### src/rtl/cpu_pkg.sv
// Shared opcodes, FSM states, IR field positions and helpers for the 16-bit CPU control path.
package cpu_pkg;

    localparam int unsigned IR_W   = 16;
    localparam int unsigned REG_AW = 3;
    localparam int unsigned OPC_W  = 3;
    localparam int unsigned IMM_W  = 7;
    localparam int unsigned CNT_W  = 16;

    // IR field bit positions
    localparam int unsigned OP_MSB  = 15;
    localparam int unsigned OP_LSB  = 13;
    localparam int unsigned RD_MSB  = 12;
    localparam int unsigned RD_LSB  = 10;
    localparam int unsigned RS_MSB  = 9;
    localparam int unsigned RS_LSB  = 7;
    localparam int unsigned RT_MSB  = 6;
    localparam int unsigned RT_LSB  = 4;
    localparam int unsigned IMM_MSB = 6;
    localparam int unsigned IMM_LSB = 0;

    // Arithmetic opcodes double as the ALU operation codes.
    localparam logic [OPC_W-1:0] OP_ADD  = 3'b000;
    localparam logic [OPC_W-1:0] OP_SUB  = 3'b001;
    localparam logic [OPC_W-1:0] OP_ADDI = 3'b010;
    localparam logic [OPC_W-1:0] OP_SUBI = 3'b011;
    localparam logic [OPC_W-1:0] OP_BEQZ = 3'b100;
    localparam logic [OPC_W-1:0] OP_NOP5 = 3'b101;
    localparam logic [OPC_W-1:0] OP_NOP6 = 3'b110;
    localparam logic [OPC_W-1:0] OP_HALT = 3'b111;

    typedef enum logic [2:0] {
        ST_IDLE      = 3'd0,
        ST_FETCH     = 3'd1,
        ST_DECODE    = 3'd2,
        ST_EXECUTE   = 3'd3,
        ST_WRITEBACK = 3'd4,
        ST_HALT      = 3'd5
    } state_e;

    function automatic logic [IR_W-1:0] sign_extend7(input logic [IMM_W-1:0] imm);
        return {{(IR_W - IMM_W){imm[IMM_W-1]}}, imm};
    endfunction

endpackage

### src/rtl/cpu_instr_decode.sv
// Combinational instruction decoder: splits IR into register fields, ALU controls and class flags.
module cpu_instr_decode
    import cpu_pkg::*;
(
    input  logic [IR_W-1:0]   ir,
    output logic [REG_AW-1:0] rs_c,
    output logic [REG_AW-1:0] rt_c,
    output logic [REG_AW-1:0] rd_c,
    output logic [OPC_W-1:0]  alu_opcode_c,
    output logic              alu_b_sel_c,
    output logic [IR_W-1:0]   imm_out_c,
    output logic              is_wb_c,
    output logic              is_branch_c,
    output logic              is_halt_c
);

    logic [OPC_W-1:0] op;

    always_comb begin
        op           = ir[OP_MSB:OP_LSB];
        rs_c         = ir[RS_MSB:RS_LSB];
        rt_c         = ir[RT_MSB:RT_LSB];
        rd_c         = ir[RD_MSB:RD_LSB];
        imm_out_c    = sign_extend7(ir[IMM_MSB:IMM_LSB]);
        alu_opcode_c = OP_ADD;
        alu_b_sel_c  = 1'b0;
        is_wb_c      = 1'b0;
        is_branch_c  = 1'b0;
        is_halt_c    = 1'b0;
        case (op)
            OP_ADD, OP_SUB: begin
                alu_opcode_c = op;
                is_wb_c      = 1'b1;
            end
            OP_ADDI, OP_SUBI: begin
                alu_opcode_c = op;
                alu_b_sel_c  = 1'b1;
                is_wb_c      = 1'b1;
            end
            // Branch compares rs against zero through a subtract with b = 0.
            OP_BEQZ: begin
                alu_opcode_c = OP_SUB;
                alu_b_sel_c  = 1'b1;
                is_branch_c  = 1'b1;
            end
            OP_HALT: is_halt_c = 1'b1;
            OP_NOP5, OP_NOP6: ;
            default: ;
        endcase
    end

endmodule

### src/rtl/cpu_control_unit.sv
// Multi-cycle FETCH/DECODE/EXECUTE/WRITEBACK sequencer owning PC, branch decision and HALT.
// Optional retired-instruction counter enabled by CPU_CTRL_PERF_CNT_EN.
module cpu_control_unit
    import cpu_pkg::*;
#(
    parameter int unsigned     PC_W     = 16,
    parameter logic [PC_W-1:0] RESET_PC = '0
) (
    input  logic              clk,
    input  logic              rst,
    input  logic              start,
    output logic              imem_req,
    output logic [PC_W-1:0]   imem_addr,
    input  logic              imem_ack,
    input  logic [IR_W-1:0]   imem_rdata,
    output logic [REG_AW-1:0] rf_raddr_a,
    output logic [REG_AW-1:0] rf_raddr_b,
    output logic [REG_AW-1:0] rf_waddr,
    output logic              rf_we,
    output logic [OPC_W-1:0]  alu_opcode,
    output logic              alu_b_sel,
    output logic [IR_W-1:0]   imm_out,
    input  logic              alu_zero,
    output logic              halted,
    output logic [CNT_W-1:0]  retired_count
);

    state_e            state_q, state_d;
    logic [PC_W-1:0]   pc_q, pc_d;
    logic [IR_W-1:0]   ir_q, ir_d;
    logic              zero_q, zero_d;
    logic              active;

    logic              imem_req_q, imem_req_d;
    logic [REG_AW-1:0] rf_raddr_a_q, rf_raddr_a_d;
    logic [REG_AW-1:0] rf_raddr_b_q, rf_raddr_b_d;
    logic [REG_AW-1:0] rf_waddr_q, rf_waddr_d;
    logic              rf_we_q, rf_we_d;
    logic [OPC_W-1:0]  alu_opcode_q, alu_opcode_d;
    logic              alu_b_sel_q, alu_b_sel_d;
    logic [IR_W-1:0]   imm_out_q, imm_out_d;
    logic              halted_q, halted_d;

    logic [REG_AW-1:0] rs_c, rt_c, rd_c;
    logic [OPC_W-1:0]  alu_opcode_c;
    logic              alu_b_sel_c;
    logic [IR_W-1:0]   imm_c;
    logic              is_wb_c, is_branch_c, is_halt_c;
    logic [PC_W-1:0]   pc_inc_c, pc_branch_c;

    // Decoding ir_d lets the registered controls be valid on the first DECODE cycle.
    cpu_instr_decode u_decode (
        .ir           (ir_d),
        .rs_c         (rs_c),
        .rt_c         (rt_c),
        .rd_c         (rd_c),
        .alu_opcode_c (alu_opcode_c),
        .alu_b_sel_c  (alu_b_sel_c),
        .imm_out_c    (imm_c),
        .is_wb_c      (is_wb_c),
        .is_branch_c  (is_branch_c),
        .is_halt_c    (is_halt_c)
    );

    assign pc_inc_c    = pc_q + PC_W'(1);
    assign pc_branch_c = pc_inc_c + PC_W'($signed(imm_c));

    always_comb begin
        ir_d = ir_q;
        if (imem_req_q && imem_ack) begin
            ir_d = imem_rdata;
        end
    end

    // Next-state, PC update and registered-output precompute.
    always_comb begin
        state_d = state_q;
        pc_d    = pc_q;
        zero_d  = zero_q;
        case (state_q)
            ST_IDLE, ST_HALT: if (start) state_d = ST_FETCH;
            ST_FETCH:         if (imem_ack) state_d = ST_DECODE;
            ST_DECODE:        state_d = ST_EXECUTE;
            ST_EXECUTE: begin
                zero_d  = alu_zero;
                state_d = is_halt_c ? ST_HALT : ST_WRITEBACK;
            end
            ST_WRITEBACK: begin
                pc_d    = (is_branch_c && zero_q) ? pc_branch_c : pc_inc_c;
                state_d = ST_FETCH;
            end
            default: state_d = ST_IDLE;
        endcase

        active       = (state_d == ST_DECODE) || (state_d == ST_EXECUTE) ||
                       (state_d == ST_WRITEBACK);
        imem_req_d   = (state_d == ST_FETCH);
        rf_raddr_a_d = active ? rs_c : '0;
        rf_raddr_b_d = active ? rt_c : '0;
        rf_waddr_d   = active ? rd_c : '0;
        alu_opcode_d = active ? alu_opcode_c : '0;
        alu_b_sel_d  = active ? alu_b_sel_c : 1'b0;
        imm_out_d    = (active && !((state_d == ST_EXECUTE) && is_branch_c)) ? imm_c : '0;
        rf_we_d      = (state_d == ST_WRITEBACK) && is_wb_c;
        halted_d     = (state_d == ST_HALT);
    end

    always_ff @(posedge clk or posedge rst) begin
        if (rst) begin
            state_q      <= ST_IDLE;
            pc_q         <= RESET_PC;
            ir_q         <= '0;
            zero_q       <= 1'b0;
            imem_req_q   <= 1'b0;
            rf_raddr_a_q <= '0;
            rf_raddr_b_q <= '0;
            rf_waddr_q   <= '0;
            rf_we_q      <= 1'b0;
            alu_opcode_q <= '0;
            alu_b_sel_q  <= 1'b0;
            imm_out_q    <= '0;
            halted_q     <= 1'b0;
        end else begin
            state_q      <= state_d;
            pc_q         <= pc_d;
            ir_q         <= ir_d;
            zero_q       <= zero_d;
            imem_req_q   <= imem_req_d;
            rf_raddr_a_q <= rf_raddr_a_d;
            rf_raddr_b_q <= rf_raddr_b_d;
            rf_waddr_q   <= rf_waddr_d;
            rf_we_q      <= rf_we_d;
            alu_opcode_q <= alu_opcode_d;
            alu_b_sel_q  <= alu_b_sel_d;
            imm_out_q    <= imm_out_d;
            halted_q     <= halted_d;
        end
    end

    assign imem_req   = imem_req_q;
    assign imem_addr  = pc_q;
    assign rf_raddr_a = rf_raddr_a_q;
    assign rf_raddr_b = rf_raddr_b_q;
    assign rf_waddr   = rf_waddr_q;
    assign rf_we      = rf_we_q;
    assign alu_opcode = alu_opcode_q;
    assign alu_b_sel  = alu_b_sel_q;
    assign imm_out    = imm_out_q;
    assign halted     = halted_q;

`ifdef CPU_CTRL_PERF_CNT_EN
    logic [CNT_W-1:0] retired_q, retired_d;

    // Every WRITEBACK exit retires one instruction; HALT never reaches WRITEBACK.
    always_comb begin
        retired_d = retired_q;
        if (state_q == ST_WRITEBACK) begin
            retired_d = retired_q + CNT_W'(1);
        end
    end

    always_ff @(posedge clk or posedge rst) begin
        if (rst) begin
            retired_q <= '0;
        end else begin
            retired_q <= retired_d;
        end
    end

    assign retired_count = retired_q;
`else
    assign retired_count = '0;
`endif

endmodule

### config.mk
export PLATFORM = sky130hd
export DESIGN_NAME = cpu_control_unit
export DESIGN_NICKNAME = d
export VERILOG_FILES = /design/src/rtl/cpu_pkg.sv /design/src/rtl/cpu_instr_decode.sv /design/src/rtl/cpu_control_unit.sv
export SDC_FILE = /design/constraint.sdc
export NUM_CORES = 1
export LEC_CHECK = 0
export ABC_AREA = 1
export CAP_MARGIN = 5
export CORE_MARGIN = 2
export CORE_UTILIZATION = 23
export CTS_CLUSTER_SIZE = 24
export DETAILED_ROUTE_END_ITERATION = 8
export PLACE_DENSITY = 0.39
export SYNTH_ARGS = -nofsm -noshare
export SYNTH_HDL_FRONTEND = slang
export SYNTH_SLANG_ARGS = --single-unit
### constraint.sdc
create_clock -name clk -period 2.9 [get_ports clk]
set_clock_uncertainty 0.1 [all_clocks]
set_input_delay 0.58 -clock clk [delete_from_list [all_inputs] [get_ports clk]]
set_output_delay 0.58 -clock clk [all_outputs]
set_load 0.05 [all_outputs]
* Word-level counts from Yosys, hierarchy flattened
Index checks and enable logic that the tools add are counted.
Storage, ports and cells: flip-flop bits (word level) 68, word-level logic and storage cells 60
Cells by class: multiplexer cells 17, equal/unequal tests 15, reductions and logical operators 13, $add $sub $neg 2
Operator list (count):
- $mux W16 | 3
- $eq A3 B2 Y1 const B | 6
- $eq A3 B3 Y1 const B | 6
- $mux W3 | 6
- $add A16 B1 Y16 const B | 1
- $add A16 B16 Y16 | 1
- $pmux W3 S5 | 1
- $eq A3 B1 Y1 const B | 3
- $logic_not A3 Y1 | 2
- $mux W1 | 6
- $pmux W3 S2 | 1
- $logic_and A1 B1 Y1 | 5
- $reduce_or A4 Y1 | 1
- $reduce_or A3 Y1 | 1
- $logic_or A1 B1 Y1 | 2
- $reduce_or A2 Y1 | 1
- $logic_not A1 Y1 | 1

* Depth between registers and ports, before layout
word-level depth 11, depth in mapped cells 21, mapped depth without buffers 21

* By module
A second synthesis with hierarchy kept.
Unflattened totals: cells, all modules 547, area, all modules 4324.1 um^2
By module, submodules not included:
- cpu_control_unit | cells each 509, area each 4083.9 um^2, instances 1
- cpu_instr_decode | cells each 38, area each 240.2 um^2, instances 1

* Worst setup path before layout
Ideal clock, no wire load.
path kind register to register, from reg pc_q[0], in the netlist imem_addr[0], to reg pc_q[15], in the netlist imem_addr[15], arrival time 2.741 ns, path slack -0.059 ns, required time 2.682 ns, stages on the path, launching flop included 21, clock period less this slack 2.959 ns, path through dfrtp_1 -> ha_1 -> nand2_1 -> inv_1 -> nand2_1 -> nor2_1 -> inv_1 -> nor2_1 -> nand2_1 -> and2_1 -> ha_1 -> nand2_1 -> nor2_1 -> and3_1 -> nand2_1 -> nand2_1 -> nand2_1 -> nand3_1 -> nand2_1 -> nand3_1 -> nand2_1
On the way: word-level cells in the longest chain between the ends 3
RTL lines:
- start, declared | line cpu_control_unit.sv:29 | logic [PC_W-1:0] pc_q, pc_d;
- start signal, assigned | line cpu_control_unit.sv:125 | pc_q <= pc_d;
- $add A16 B1 Y16 * | line cpu_control_unit.sv:65 | assign pc_inc_c = pc_q + PC_W'(1);
- $add A16 B16 Y16 | line cpu_control_unit.sv:66 | assign pc_branch_c = pc_inc_c + PC_W'($signed(imm_c));
- $mux W16 * | line cpu_control_unit.sv:89 | pc_d = (is_branch_c && zero_q) ? pc_branch_c : pc_inc_c;
Every way passes the cells marked *; elsewhere a longest branch is shown, timed or not. A chain may end at the register's enable or synchronous reset.

* Final worst setup path
from reg pc_q[1], in the netlist imem_addr[1], to reg pc_q[13], in the netlist imem_addr[13]
Same word-level chain as after synthesis.

==> results.cfg <==
[global_routing]
first_global_vias = 3379
grt_pass1_wl_um = 17930
gr-total-overflow = 0
antenna_found_initial = 0
gr-usage-all-layers = 0.1312
grt_max_degree = 60

[setup_path]
crit_required_ps = 3060
r2r_slack_ps = 210
reg2regPathDepth = 17
crit_family = simple AND/OR/NAND/NOR gates
crit_top_cell = nand2_1
r2r-start = imem_addr[1]
rr_endpoint = imem_addr[13]
start_kind = flop
crit_fanout = 5
cp-end-kind = flop
crit_chain = buf_4 > nand3_1 > buf_4 > inv_1 > nand2_1 > xor2_1 > inv_1 > ha_1 > nand2_1 > inv_1 > nand2_1 > nand3_1 > a21oi_2 > nand2_1 > nand2_1 > nand3_1 > a21oi_1
slowest_delay_ps = 400
worst_path_max_delay_cell = dfrtp_2
worst-setup-path-type = flop to flop
cp.arrival_ps = 2850
crit_buf_inv = 5

[sta]
setup_slack_ps = 213.1
rsz0062_at_grt = no
period_share = 0.9265
finalMaxSlewViolations = 0
worst_slew_pin_slew_ps = 521.2
fin_crit_ps = 2687
timing.fmax_ghz = 0.3722
setup_violations = 0
hold-worst-slack_ps = 422.0
hold_viol = 0
slew_headroom = 0.6514

[layout]
fillers = 1740
multi_input_area_um2 = 1939
final_nets = 662
drive_above_1_share = 0.2105
regArea_um2 = 1480
antenna_cells = 0
fin_area_um2 = 5414
fin_cells = 847
syn2layout_area_growth_pct = 41.68

[clock_network]
cts.path.max_buffers = 2
cts.sinks = 59
clk_pin_slew_ps = 60
clk_latency_ps = 330
hold_buffers = 0
cts_tree = done
numCtsBuffers = 9
cts_root_buffer = clkbuf_16
h-tree-depth = 3

[routing]
drt_wl_total_um = 11140
drc = 0
drt.antenna.violating_nets = 0
dr_total_vias = 3518
first_pass_iters = 4
wire_per_inst_um = 13.15
via_per_inst = 4.153
drt-initial-drc-count = 101

[floorplanning]
die_h_um = 132.9
start_util = 0.2329
core_area_um2 = 16410
fp-row-count = 47
pin_count = 85
die_w_um = 132.9
dieArea_um2 = 17660

[synthesis]
syn_inst = 503
ys.flop_type = dfrtp_1
ys_ff_latch = 59
synth.avg_cell_area_um2 = 7.597
yosys.cell_count.top_type = nand2_1
synth_edf_count = 0
synth_top_area_cell = dfrtp_1
async_reset_ff_frac = 1.000
synth_top_area_share = 0.3864
ys_top_cells_by_count = nand2_1, inv_1, dfrtp_1, nor2_1, a21oi_1
synth_cell_types = 40
syn_area_um2 = 3821
synth-warning-count = 0
yosys-top-cells-area = dfrtp_1, nand2_1, inv_1
synth-seq-area-share = 0.3864

[placed_design]
placed_area_um2 = 5030
place_ws_ps = -443.2
numPortBuffers = 68
gp_congestion = 0.8150
hpwl_um = 8625
dp_cells = 829

[worst_hold_path]
hp-start = zero_q
whs_path_depth = 2
min_to = zero_q
hold_class = flop to flop

[flow_run]
drv_cap = 0

[run_status]
status = finished clean
==> state kept, by name (all words and copies together) (netlist names) <==
signal,cells
imm_out,7
state_q,3
halted,1
imem_req,1
rf_we,1
rf_raddr_b,3
ir_q,16
alu_b_sel,1
alu_opcode,3
imem_addr,16
zero_q,1
rf_waddr,3
rf_raddr_a,3
==> cell usage in the layout (no fill, tap or decap), types with 2 or more instances in the layout <==
cell type / Yosys / layout
xnor2_2: 0 / 2
nand3_1: 31 / 31
a21oi_2: 1 / 6
o21ai_1: 6 / 6
nor3_1: 3 / 3
buf_12: 0 / 2
a21oi_1: 35 / 30
conb_1: 1 / 17
or2_2: 2 / 2
nor2_2: 11 / 13
o21ai_0: 27 / 26
clkinv_2: 0 / 3
o22ai_1: 2 / 2
o21bai_1: 3 / 3
nand2_4: 4 / 5
buf_4: 26 / 56
nand2_2: 3 / 6
ha_1: 17 / 13
xor2_1: 11 / 11
nand4_1: 6 / 6
dfrtp_2: 0 / 3
nand2_1: 100 / 97
nand3b_1: 3 / 3
ha_4: 0 / 3
clkinvlp_4: 0 / 2
inv_1: 76 / 74
inv_2: 6 / 8
dfrtp_1: 59 / 56
nor2_1: 44 / 42
clkbuf_16: 0 / 9
o21ai_2: 2 / 3
clkdlybuf4s50_1: 0 / 67
==> how the worst max path moves through the flow <==
stage	startpoint	end	slack, ps	cells after the start
floorplan	imem_req	imem_addr[15]	70	17
global placement	imem_ack	imem_addr[7]	-370	12
detailed placement	imem_ack	imem_addr[8]	-440	15
CTS	imem_addr[0]	imem_addr[7]	30	16
global route	imem_addr[1]	imem_addr[11]	3	17
finish	imem_addr[1]	imem_addr[13]	210	17
==> area by class of cell <==
class                      instances  share of cell area
multi-input combinational        344              0.3582
inverter                          83             0.05801
timing repair buffer             126              0.2098
sequential                        59              0.2734
clock buffer                      10             0.04414
clock inverter                     5            0.005547
tap                              220             0.05084
==> worst register-to-register path, stage by stage, from the launching register on <==
cell,delay (ps)
dfrtp_2,400
buf_4,150
nand3_1,150
buf_4,150
inv_1,50
nand2_1,120
xor2_1,150
inv_1,100
ha_1,360
nand2_1,120
inv_1,80
nand2_1,70
nand3_1,100
a21oi_2,170
nand2_1,70
nand2_1,60
nand3_1,90
a21oi_1,140
==> per-stage QoR <==
step             util  TNS [ps]
2_1_floorplan       -         0
3_3_place_gp   0.3066     -3982
3_5_place_dp   0.3066     -4924
4_1_cts        0.3240         0
5_1_grt        0.3300         0
6_report       0.3300         0
==> cell families (layout without fill, tap and decap cells) <==
family	Yosys count	after routing	share of synthesized area
XOR/XNOR	14	14	0.03209
AND/OR/NAND/NOR	214	215	0.2580
adder cells (fa/ha/maj)	18	18	0.06090
buffers and inverters	117	224	0.1490
flip-flops	59	59	0.3864
other	1	17	0.0009814
AO/OA/AOI/OAI	80	80	0.1126
==> per-layer routing <==
| metal | part of all wire | routed length, um | vias up | global-route usage |
|---|---|---|---|---|
| li1 | - | - | 1800 | - |
| met2 | 0.47 | 5224 | 86 | 0.2107 |
| met5 | 0 | 0 | - | 0 |
| met3 | 0.053 | 593 | 17 | 0.03602 |
| met1 | 0.46 | 5082 | 1615 | 0.1722 |
| met4 | 0.021 | 238 | 0 | 0.04002 |
==> repair_timing <==
action	CTS	global route
endpoints found under the setup margin	8	10
resized for setup	2	23
setup buffers	1	1
cloned	1	0
pin swaps	1	2
Power is left out: the tool's default activity adds up to more than one toggle a clock period on the data nets, which glitch-free logic cannot reach.
